==> src/rtl/rvfi_retire_monitor.sv <==
// RVFI retirement monitor.
// Watches the retirement channels of the core under test. Each channel is
// checked against its spec model for completeness, for contiguous order
// numbering, for PC continuity and for retiring after a halt. A liveness
// timeout also runs while the core is not halted. The first violation is
// latched, and retirements are counted.
module rvfi_retire_monitor #(
  parameter int NRET        = 1,
  parameter int XLEN        = 32,
  parameter int TIMEOUT     = 16,
  parameter int CNT_W       = 32,
  parameter int SKIP_SYSTEM = 1
) (
  input  logic                                  clk,
  input  logic                                  resetn,
  input  logic [NRET-1:0]                       rvfi_valid,
  input  logic [64*NRET-1:0]                    rvfi_order,
  input  logic [32*NRET-1:0]                    rvfi_insn,
  input  logic [NRET-1:0]                       rvfi_trap,
  input  logic [NRET-1:0]                       rvfi_halt,
  input  logic [XLEN*NRET-1:0]                  rvfi_pc_rdata,
  input  logic [XLEN*NRET-1:0]                  rvfi_pc_wdata,
  input  logic [NRET-1:0]                       spec_valid,
  input  logic [NRET-1:0]                       spec_trap,
  output logic                                  err,
  output logic [2:0]                            err_code,
  output logic [((NRET > 1) ? $clog2(NRET) : 1)-1:0] err_chan,
  output logic [63:0]                           err_order,
  output logic [CNT_W-1:0]                      retire_cnt,
  output logic                                  halted
);

  localparam int CH_W   = (NRET > 1) ? $clog2(NRET) : 1;
  localparam int IDLE_W = (TIMEOUT > 0) ? $clog2(TIMEOUT + 1) : 1;
  localparam int POP_W  = $clog2(NRET + 1);

  localparam logic [2:0] E_INCOMPLETE = 3'd1;
  localparam logic [2:0] E_GAP        = 3'd2;
  localparam logic [2:0] E_ORDER      = 3'd3;
  localparam logic [2:0] E_PC         = 3'd4;
  localparam logic [2:0] E_TIMEOUT    = 3'd5;
  localparam logic [2:0] E_AFTER_HALT = 3'd6;

  // Number of channels retiring this cycle.
  function automatic logic [POP_W-1:0] popcount(input logic [NRET-1:0] v);
    logic [POP_W-1:0] s;
    s = '0;
    for (int i = 0; i < NRET; i++) begin
      s = s + POP_W'(v[i]);
    end
    return s;
  endfunction

  // Counter add that sticks at all-ones instead of wrapping.
  function automatic logic [CNT_W-1:0] sat_add(input logic [CNT_W-1:0] a,
                                               input logic [POP_W-1:0] b);
    logic [CNT_W:0] s;
    s = {1'b0, a} + {{(CNT_W + 1 - POP_W){1'b0}}, b};
    return s[CNT_W] ? {CNT_W{1'b1}} : s[CNT_W-1:0];
  endfunction

  // Architectural tracking state.
  logic [63:0]       expected_order;
  logic [XLEN-1:0]   last_pc;
  logic              last_trap;
  logic              last_pc_valid;
  logic [IDLE_W-1:0] idle_cnt;

  // Per-cycle decode results.
  logic              viol_p0;
  logic [2:0]        viol_code_p0;
  logic [CH_W-1:0]   viol_chan_p0;
  logic [63:0]       viol_order_p0;
  logic [XLEN-1:0]   pred_pc_p0;
  logic              pred_trap_p0;
  logic              pred_ok_p0;
  logic              halt_seen_p0;
  logic              prev_valid_p0;
  logic [2:0]        code_k_p0;
  logic [63:0]       order_k_p0;
  logic [31:0]       insn_k_p0;
  logic              any_valid_p0;
  logic              halt_any_p0;
  logic [POP_W-1:0]  pop_p0;
  logic              timeout_hit_p0;

  assign any_valid_p0   = |rvfi_valid;
  assign halt_any_p0    = |(rvfi_valid & rvfi_halt);
  assign pop_p0         = popcount(rvfi_valid);
  assign timeout_hit_p0 = (TIMEOUT != 0) && !halted && (idle_cnt == IDLE_W'(TIMEOUT));

  // ---- stage p0: classify every channel, pick the first violation ----
  // Within a channel the lowest code wins, so checks are applied from the
  // highest code down and lower codes overwrite. The predecessor PC walks
  // through the active channels, so after the loop it holds the values of
  // the highest active channel.
  always_comb begin
    viol_p0       = 1'b0;
    viol_code_p0  = '0;
    viol_chan_p0  = '0;
    viol_order_p0 = '0;
    pred_pc_p0    = last_pc;
    pred_trap_p0  = last_trap;
    pred_ok_p0    = last_pc_valid;
    halt_seen_p0  = halted;
    prev_valid_p0 = 1'b1;
    code_k_p0     = '0;
    order_k_p0    = '0;
    insn_k_p0     = '0;
    for (int k = 0; k < NRET; k++) begin
      code_k_p0  = '0;
      order_k_p0 = rvfi_order[k*64 +: 64];
      insn_k_p0  = rvfi_insn[k*32 +: 32];
      if (rvfi_valid[k]) begin
        if (halt_seen_p0)
          code_k_p0 = E_AFTER_HALT;
        if (pred_ok_p0 && !pred_trap_p0 && (rvfi_pc_rdata[k*XLEN +: XLEN] != pred_pc_p0))
          code_k_p0 = E_PC;
        if (order_k_p0 != expected_order + 64'(k))
          code_k_p0 = E_ORDER;
        if (!prev_valid_p0)
          code_k_p0 = E_GAP;
        if (!rvfi_trap[k] && !((SKIP_SYSTEM != 0) && (insn_k_p0[6:0] == 7'b1110011))
            && !(spec_valid[k] && !spec_trap[k]))
          code_k_p0 = E_INCOMPLETE;
        pred_pc_p0   = rvfi_pc_wdata[k*XLEN +: XLEN];
        pred_trap_p0 = rvfi_trap[k];
        pred_ok_p0   = 1'b1;
        if (rvfi_halt[k])
          halt_seen_p0 = 1'b1;
      end
      // The liveness error is attributed to channel 0.
      if ((k == 0) && timeout_hit_p0 && ((code_k_p0 == 3'd0) || (code_k_p0 > E_TIMEOUT))) begin
        code_k_p0  = E_TIMEOUT;
        order_k_p0 = expected_order;
      end
      if (!viol_p0 && (code_k_p0 != 3'd0)) begin
        viol_p0       = 1'b1;
        viol_code_p0  = code_k_p0;
        viol_chan_p0  = CH_W'(k);
        viol_order_p0 = order_k_p0;
      end
      prev_valid_p0 = rvfi_valid[k];
    end
  end

  // ---- stage p1: sticky error capture and control state ----
  // Control state: first-error capture, order tracking, counters, halt flag.
  always_ff @(posedge clk) begin
    if (!resetn) begin
      err            <= 1'b0;
      err_code       <= '0;
      err_chan       <= '0;
      err_order      <= '0;
      retire_cnt     <= '0;
      halted         <= 1'b0;
      expected_order <= '0;
      last_pc_valid  <= 1'b0;
      idle_cnt       <= '0;
    end else begin
      if (!err && viol_p0) begin
        err       <= 1'b1;
        err_code  <= viol_code_p0;
        err_chan  <= viol_chan_p0;
        err_order <= viol_order_p0;
      end
      if (any_valid_p0) begin
        expected_order <= expected_order + 64'(pop_p0);
        retire_cnt     <= sat_add(retire_cnt, pop_p0);
        last_pc_valid  <= 1'b1;
        idle_cnt       <= '0;
        if (halt_any_p0)
          halted <= 1'b1;
      end else if ((TIMEOUT != 0) && !halted && (idle_cnt != IDLE_W'(TIMEOUT))) begin
        idle_cnt <= idle_cnt + IDLE_W'(1);
      end
    end
  end

  // Predecessor PC/trap of the last retiring cycle; qualified by last_pc_valid.
  always_ff @(posedge clk) begin
    if (resetn && any_valid_p0) begin
      last_pc   <= pred_pc_p0;
      last_trap <= pred_trap_p0;
    end
  end

endmodule

==> config.mk <==
export PLATFORM = sky130hd
export DESIGN_NAME = rvfi_retire_monitor
export DESIGN_NICKNAME = d
export VERILOG_FILES = /design/src/rtl/rvfi_retire_monitor.sv
export SDC_FILE = /design/constraint.sdc
export NUM_CORES = 1
export LEC_CHECK = 0
export CAP_MARGIN = 5
export CORE_UTILIZATION = 40
export CTS_CLUSTER_DIAMETER = 150
export DETAILED_ROUTE_END_ITERATION = 8
export DONT_BUFFER_PORTS = 1
export PLACE_DENSITY = 0.59
export SLEW_MARGIN = 20
export SYNTH_ARGS = -nofsm -noshare
export SYNTH_HDL_FRONTEND = slang
export SYNTH_SLANG_ARGS = --single-unit
==> constraint.sdc <==
create_clock -name clk -period 8.5 [get_ports clk]
set_input_delay 1.7 -clock clk [delete_from_list [all_inputs] [get_ports clk]]
set_output_delay 1.7 -clock clk [all_outputs]
set_load 0.05 [all_outputs]
==> run_results.csv, run 1 <==
group,metric,value,unit
cells_and_area,area_growth_syn_to_layout,7.96,%
synth,synthTopCellsByArea,"dfxtp_1 31%, xor2_1 11%, edfxtp_1 9.0%, a41oi_1 4.7%, a21oi_1 4.7%",
clock_tree,cts_max_path_buffers,3,
grt,antenna_found_initial,0,
synth,yosysMostFrequentCell,"dfxtp_1",
sta,max_slew.worst_pin.slew,1.08,ns
floorplan,row_count,60,
drt,drt_iter0_markers,826,
critical_path,r2r_slack,4.84,ns
clock_tree,cts_resized,0,
cells_and_area,drive_gt1_frac,0.0546,
floorplan,core,26900,um2
pwr,p_sw,0.632,mW
synth,syn_nets,1445,
synth,yosysUniqueCellTypes,54,
drt,firstDrtPassIters,5,
cells_and_area,antennaDiodeCount,0,
synth,synth_top_family_by_area,"compound AO/OA/AOI/OAI gates",
min_path,hold_path_class,"flip-flop to flip-flop",
drt,remaining_drc_errors,0,
synth,seq_area_frac_synth,0.403,
sta,fin_worst_skew,0.0203,ns
synth,avgSynthCellArea,8.61,um2
pwr,combPwrFrac,0.064,
outcome,outcome,"completed",
critical_path,crit_path_max_incr_delay,0.70,ns
sta,max_freq,231,MHz
synth,synth_ff_type,"dfxtp_1",
synth,syn_inst,1272,
synth,synthAdderAreaFrac,0.00685,
drt,wirelength,33100,um
synth,synth_top_area_share,0.313,
floorplan,initial_utilization,0.407,
pwr,powerDensity,197,nW/um2
floorplan,io_pins,269,
clock_tree,cts_tree,"yes",
pwr,cellLeakagePower,4.37,nW
synth,synth_top_area_cell,"dfxtp_1",
sta,final.period_utilization,0.508,
pwr,switching_share,0.271,
sta,timing.final.max_slew_violations,0,
synth,synth-compound-area-share,0.232,
job,cap_violations,0,
drt,routedWlPerCell,21.4,um
synth,synth_edf_count,33,
grt,grt_max_degree,95,
pwr,clkPwrFrac,0.443,
floorplan,die_area,28000,um2
floorplan,dieWidth,167,um
synth,synth_area,11000,um2
pwr,p_total,2.33,mW
critical_path,critPathArrivalTime,4.68,ns
drt,routed_via_density,6.02,
critical_path,path_common_cell,"buf_4",
critical_path,worstPathCellList,"xor2_1, nor4_1, nand4_1, nor4_4, buf_4, a41oi_4, buf_4, o21ai_0, a31oi_1",
pwr,p_seq_frac,0.493,
grt,grt_overflow,0,
clock_tree,path_clk_slew,0.06,ns
drt,antenna_left,0,
synth,synth-simple-area-share,0.164,
clock_tree,h-tree-depth,1,
clock_tree,numCtsBuffers,25,
sta,worst_slack,4.18,ns
synth,synth-warning-count,0,
floorplan,fp.dieH,167,um
placement,post-dp-hpwl,21400,um
sta,period_minus_slack,4.32,ns
placement,port_buffers,0,
synth,ys_ff_latch,204,
clock_tree,clock-sinks,204,
pwr,power.internal,1.70,mW
sta,rsz0062_at_grt,"no",
placement,pre_cts_slack,3.73,ns
drt,num_vias,9321,
synth,synth.cells.most_frequent,"171 x dfxtp_1, 141 x xor2_1, 102 x a21oi_1, 101 x nand2_1, 95 x clkbuf_1",
grt,grt_pass1_vias,8714,
sta,finalSetupViolCount,0,
sta,slew_headroom,0.283,
critical_path,start_kind,"input pin",
cells_and_area,layout.nets,1365,
critical_path,cpMaxStageDelayCell,"buf_4",
clock_tree,hold_buffers,0,
clock_tree,root_buffer,"clkbuf_16",
critical_path,required,8.86,ns
sta,fin_tns_setup,0,ns
critical_path,endpoint_kind,"flip-flop",
pwr,vdd_drop_max,0.000137,V
placement,gp_congestion,0.817,
critical_path,crit_family,"simple AND/OR/NAND/NOR gates",
synth,synth_xor_xnor_area_share,0.142,
grt,track_usage,0.229,
clock_tree,cts_setup_buffers,0,
sta,hold_viol,0,
grt,grt_pass1_wl,51400,um
synth,ys_async_sr_fraction,0,
critical_path,crit_fanout,80,
clock_tree,insertion_delay,0.53,ns
critical_path,critPathKind,"input pin to flip-flop",
synth,synthMuxAreaShare,0.00274,
critical_path,path_buf_inv,2,
## worst reg2reg max path, stage by stage, from the launching register on
cell	delay (ns)
dfxtp_1	0.48
xor2_1	0.24
nor4_1	0.59
nand4_1	0.25
nor4_4	0.26
buf_4	0.70
a41oi_4	0.22
buf_4	0.40
o21ai_0	0.30
a31oi_1	0.06
## registers in the layout (all words and copies together), names as in the netlist
name            count
err_order          64
expected_order     64
last_pc            32
retire_cnt         32
idle_cnt            5
err_code            3
err                 1
halted              1
last_pc_valid       1
last_trap           1
## final cells by class
type                    instances  area, um2
clock buffers                  33        676
repair buffers                 13       97.6
inverters                      17       63.8
multi-input cells             931       6040
well taps                     341        427
flip-flops and latches        204       4410
clock inverters                10        104
fillers                      2659      15100
## metal layers
layer  global-route usage  wire, um  share of wire  vias to the layer above
met4               0.0702       935          0.028                        0
met2                0.364     15300           0.46                      298
met3               0.0600      2690          0.081                       50
met1                0.304     14200           0.43                     4454
met5                    0         0              0                        -
li1                     -         -              -                     4519
## power by group through the flow
stage          registers [mW]  logic (mW)  clock network [mW]
2_1_floorplan            1.16       0.126                   0
3_3_place_gp             1.17       0.147                   0
3_5_place_dp             1.17       0.148                   0
4_1_cts                  1.15       0.150                1.06
5_1_grt                  1.15       0.167                1.10
6_report                 1.15       0.149                1.03
## cell usage in the layout, fill, tap and decap left out, types with 29 or more instances in the layout
cell      synthesis  routed
nand3_1          34      34
a22oi_1          58      58
edfxtp_1         33      33
dfxtp_1         171     171
xor2_1          141     141
o21ai_0          70      70
nor2_1           80      79
xnor2_1          36      36
a31oi_1          58      58
a41oi_1          59      59
nand4_1          29      29
a21oi_1         102     102
nand2_1         101     101
## per-stage QoR
| stage | utilization | std cells | instance area, um2 | hold slack [ns] |
|---|---|---|---|---|
| after detailed placement | 0.411 | 1506 | 11000 | 0.454 |
| after floorplan | - | 1272 | 11000 | 0.427 |
| after global routing | 0.440 | 1549 | 11800 | 0.478 |
| after CTS | 0.440 | 1549 | 11800 | 0.470 |
| after global placement | 0.411 | 1506 | 11000 | 0.440 |
| final | 0.440 | 1549 | 11800 | 0.469 |
## path summary, 6_finish.rpt
| path | start | endpoint | cells after the start |
|---|---|---|---|
| min reg2reg | last_pc_valid | last_pc_valid | 2 |
| min | last_pc_valid | last_pc_valid | 2 |
| max | rvfi_order[7] | err_order[27] | 9 |
| max reg2reg | expected_order[7] | err_order[27] | 9 |
## cell families after synthesis
| group | count (synthesis) |
|---|---|
| AOI/OAI and AO/OA | 388 |
| xor gates and xnor gates | 177 |
| adders and majority gates | 6 |
| buffers and inverters | 137 |
| DFF | 204 |
| muxes | 3 |
| other | 1 |
| and+or+nand+nor | 356 |
(Power assumes the default switching activity.)
==> run 2: changes to the inputs <==
==> constraint.sdc (replaced) <==
create_clock -name clk -period 4.5 [get_ports clk]
set_input_delay 0.9 -clock clk [delete_from_list [all_inputs] [get_ports clk]]
set_output_delay 0.9 -clock clk [all_outputs]
set_load 0.05 [all_outputs]
==> run 2 against run 1 <==
  * Wire length is 1.3% higher
  * Clock power is 92% higher
  * Sequential power is 89% higher
  * Critical endpoint is now err_order[49]
  * Largest cell class unchanged
  * Highest routed layer unchanged
==> run_results.csv, run 2 (synthesis results as in run 1) <==
group,metric,value,unit
outcome,outcome,"completed",
sta,fin_worst_skew,0.0200,ns
pwr,p_total,4.44,mW
critical_path,crit_family,"simple AND/OR/NAND/NOR gates",
clock_tree,cts_resized,0,
critical_path,required,4.84,ns
sta,max_freq,323,MHz
clock_tree,path_clk_slew,0.06,ns
drt,routedWlPerCell,21.6,um
critical_path,path_buf_inv,2,
drt,remaining_drc_errors,0,
pwr,vdd_drop_max,0.000229,V
drt,routed_via_density,6.10,
grt,gr-usage-met3,0.0553,
clock_tree,insertion_delay,0.52,ns
cells_and_area,drive_gt1_frac,0.0609,
drt,antenna_left,0,
floorplan,fp.dieH,167,um
cells_and_area,final_common_cell,"dfxtp_1",
grt,grt_busiest_layer,"met2",
critical_path,cpMaxStageDelayCell,"nor4_1",
floorplan,io_pins,269,
cells_and_area,area_growth_syn_to_layout,8.85,%
clock_tree,cts_setup_buffers,0,
placement,pre_cts_slack,1.01,ns
grt,grt_pass1_wl,51800,um
drt,firstDrtPassIters,5,
clock_tree,numCtsBuffers,24,
floorplan,core,26900,um2
placement,dp_cells,1513,
sta,hold_viol,0,
clock_tree,cts_tree,"yes",
critical_path,crit_fanout,79,
cells_and_area,ff_latch_area,4410,um2
drt,num_vias,9493,
cells_and_area,antennaDiodeCount,0,
placement,post-dp-hpwl,22700,um
pwr,powerDensity,372,nW/um2
drt,drt_iter0_markers,812,
cells_and_area,multi_input_area,6040,um2
grt,grt_util_met2,0.372,
grt,met1_usage,0.299,
cells_and_area,fin_cells,1556,
cells_and_area,nFillCells,2686,
job,cap_violations,0,
critical_path,endpoint_kind,"flip-flop",
sta,slew_headroom,0.338,
critical_path,critPathKind,"flip-flop to flip-flop",
sta,fin_tns_setup,0,ns
clock_tree,clock-sinks,204,
critical_path,start_kind,"flip-flop",
placement,port_buffers,0,
grt,track_usage,0.231,
pwr,cellLeakagePower,4.43,nW
sta,timing.final.max_slew_violations,0,
critical_path,worstPathCellList,"xor2_1, nor4_1, nand4_1, nor4_4, buf_4, a41oi_4, buf_4, o21ai_0, a31oi_1",
floorplan,die_area,28000,um2
critical_path,path_common_cell,"buf_4",
clock_tree,h-tree-depth,1,
grt,grt_overflow,0,
sta,final.period_utilization,0.687,
floorplan,row_count,60,
sta,period_minus_slack,3.09,ns
drt,wirelength,33600,um
cells_and_area,reg_top3,"err_order (64), expected_order (64)",
sta,timing.hold.ws,0.461,ns
sta,max_slew.worst_pin.slew,0.992,ns
critical_path,critPathArrivalTime,3.43,ns
grt,antenna_found_initial,0,
critical_path,crit_path_max_incr_delay,0.52,ns
sta,rsz0062_at_grt,"no",
cells_and_area,layout.nets,1371,
placement,gp_congestion,0.819,
clock_tree,root_buffer,"clkbuf_16",
floorplan,dieWidth,167,um
grt,grt_max_degree,88,
min_path,hold_path_class,"flip-flop to flip-flop",
clock_tree,cts_max_path_buffers,3,
clock_tree,hold_buffers,0,
sta,worst_slack,1.41,ns
grt,grt_pass1_vias,8886,
cells_and_area,final_cell_mix,"171 x dfxtp_1, 141 x xor2_1, 102 x a21oi_1",
floorplan,initial_utilization,0.407,
sta,finalSetupViolCount,0,
run 2: cell types whose count changed in the layout (fill, tap and decap cells not counted), sizes merged:
cell / change
buf: +7
clkbuf: +1
clkinv: +1
inv: -2
run 2: final cells by class:
cell class | instances | area share
Timing Repair Buffer | 20 | 0.0147
Inverter | 17 | 0.00535
Clock buffer | 34 | 0.0595
Tap cell | 341 | 0.0358
Sequential cell | 204 | 0.370
Multi-Input combinational cell | 931 | 0.507
Clock inverter | 9 | 0.00756
run 2: power breakdown:
| group | switching, mW | internal, mW | total [mW] |
|---|---|---|---|
| clock network | 0.775 | 1.20 | 1.98 |
| logic | 0.170 | 0.119 | 0.288 |
| registers | 0.238 | 1.93 | 2.17 |
| total | 1.18 | 3.25 | 4.44 |
run 2: layer usage:
layer	part of all wire	wire length (um)
met1	0.42	14300
met2	0.46	15400
met3	0.079	2650
met4	0.038	1280
met5	0	0
run 2: stage by stage:
stage	utilization	area, um2
floorplan	-	11000
global placement	0.414	11100
detailed placement	0.414	11100
CTS	0.444	11900
global route	0.444	11900
finish	0.444	11900
run 2: final timing paths:
kind / startpoint / to / slack [ns] / depth (start not counted)
max: expected_order[40] / err_order[49] / 1.41 / 9
min: last_pc_valid / last_pc_valid / 0.46 / 2
max reg2reg: expected_order[40] / err_order[49] / 1.41 / 9
min reg2reg: last_pc_valid / last_pc_valid / 0.46 / 2
run 2: worst reg2reg max path: cells and delay by family (launching register included):
kind                      cells  cell delay (ns)
and+or+nand+nor               3             1.13
xor gates and xnor gates      1             0.18
buffers and inverters         2             0.66
AOI/OAI and AO/OA             3             0.48
DFF                           1             0.46
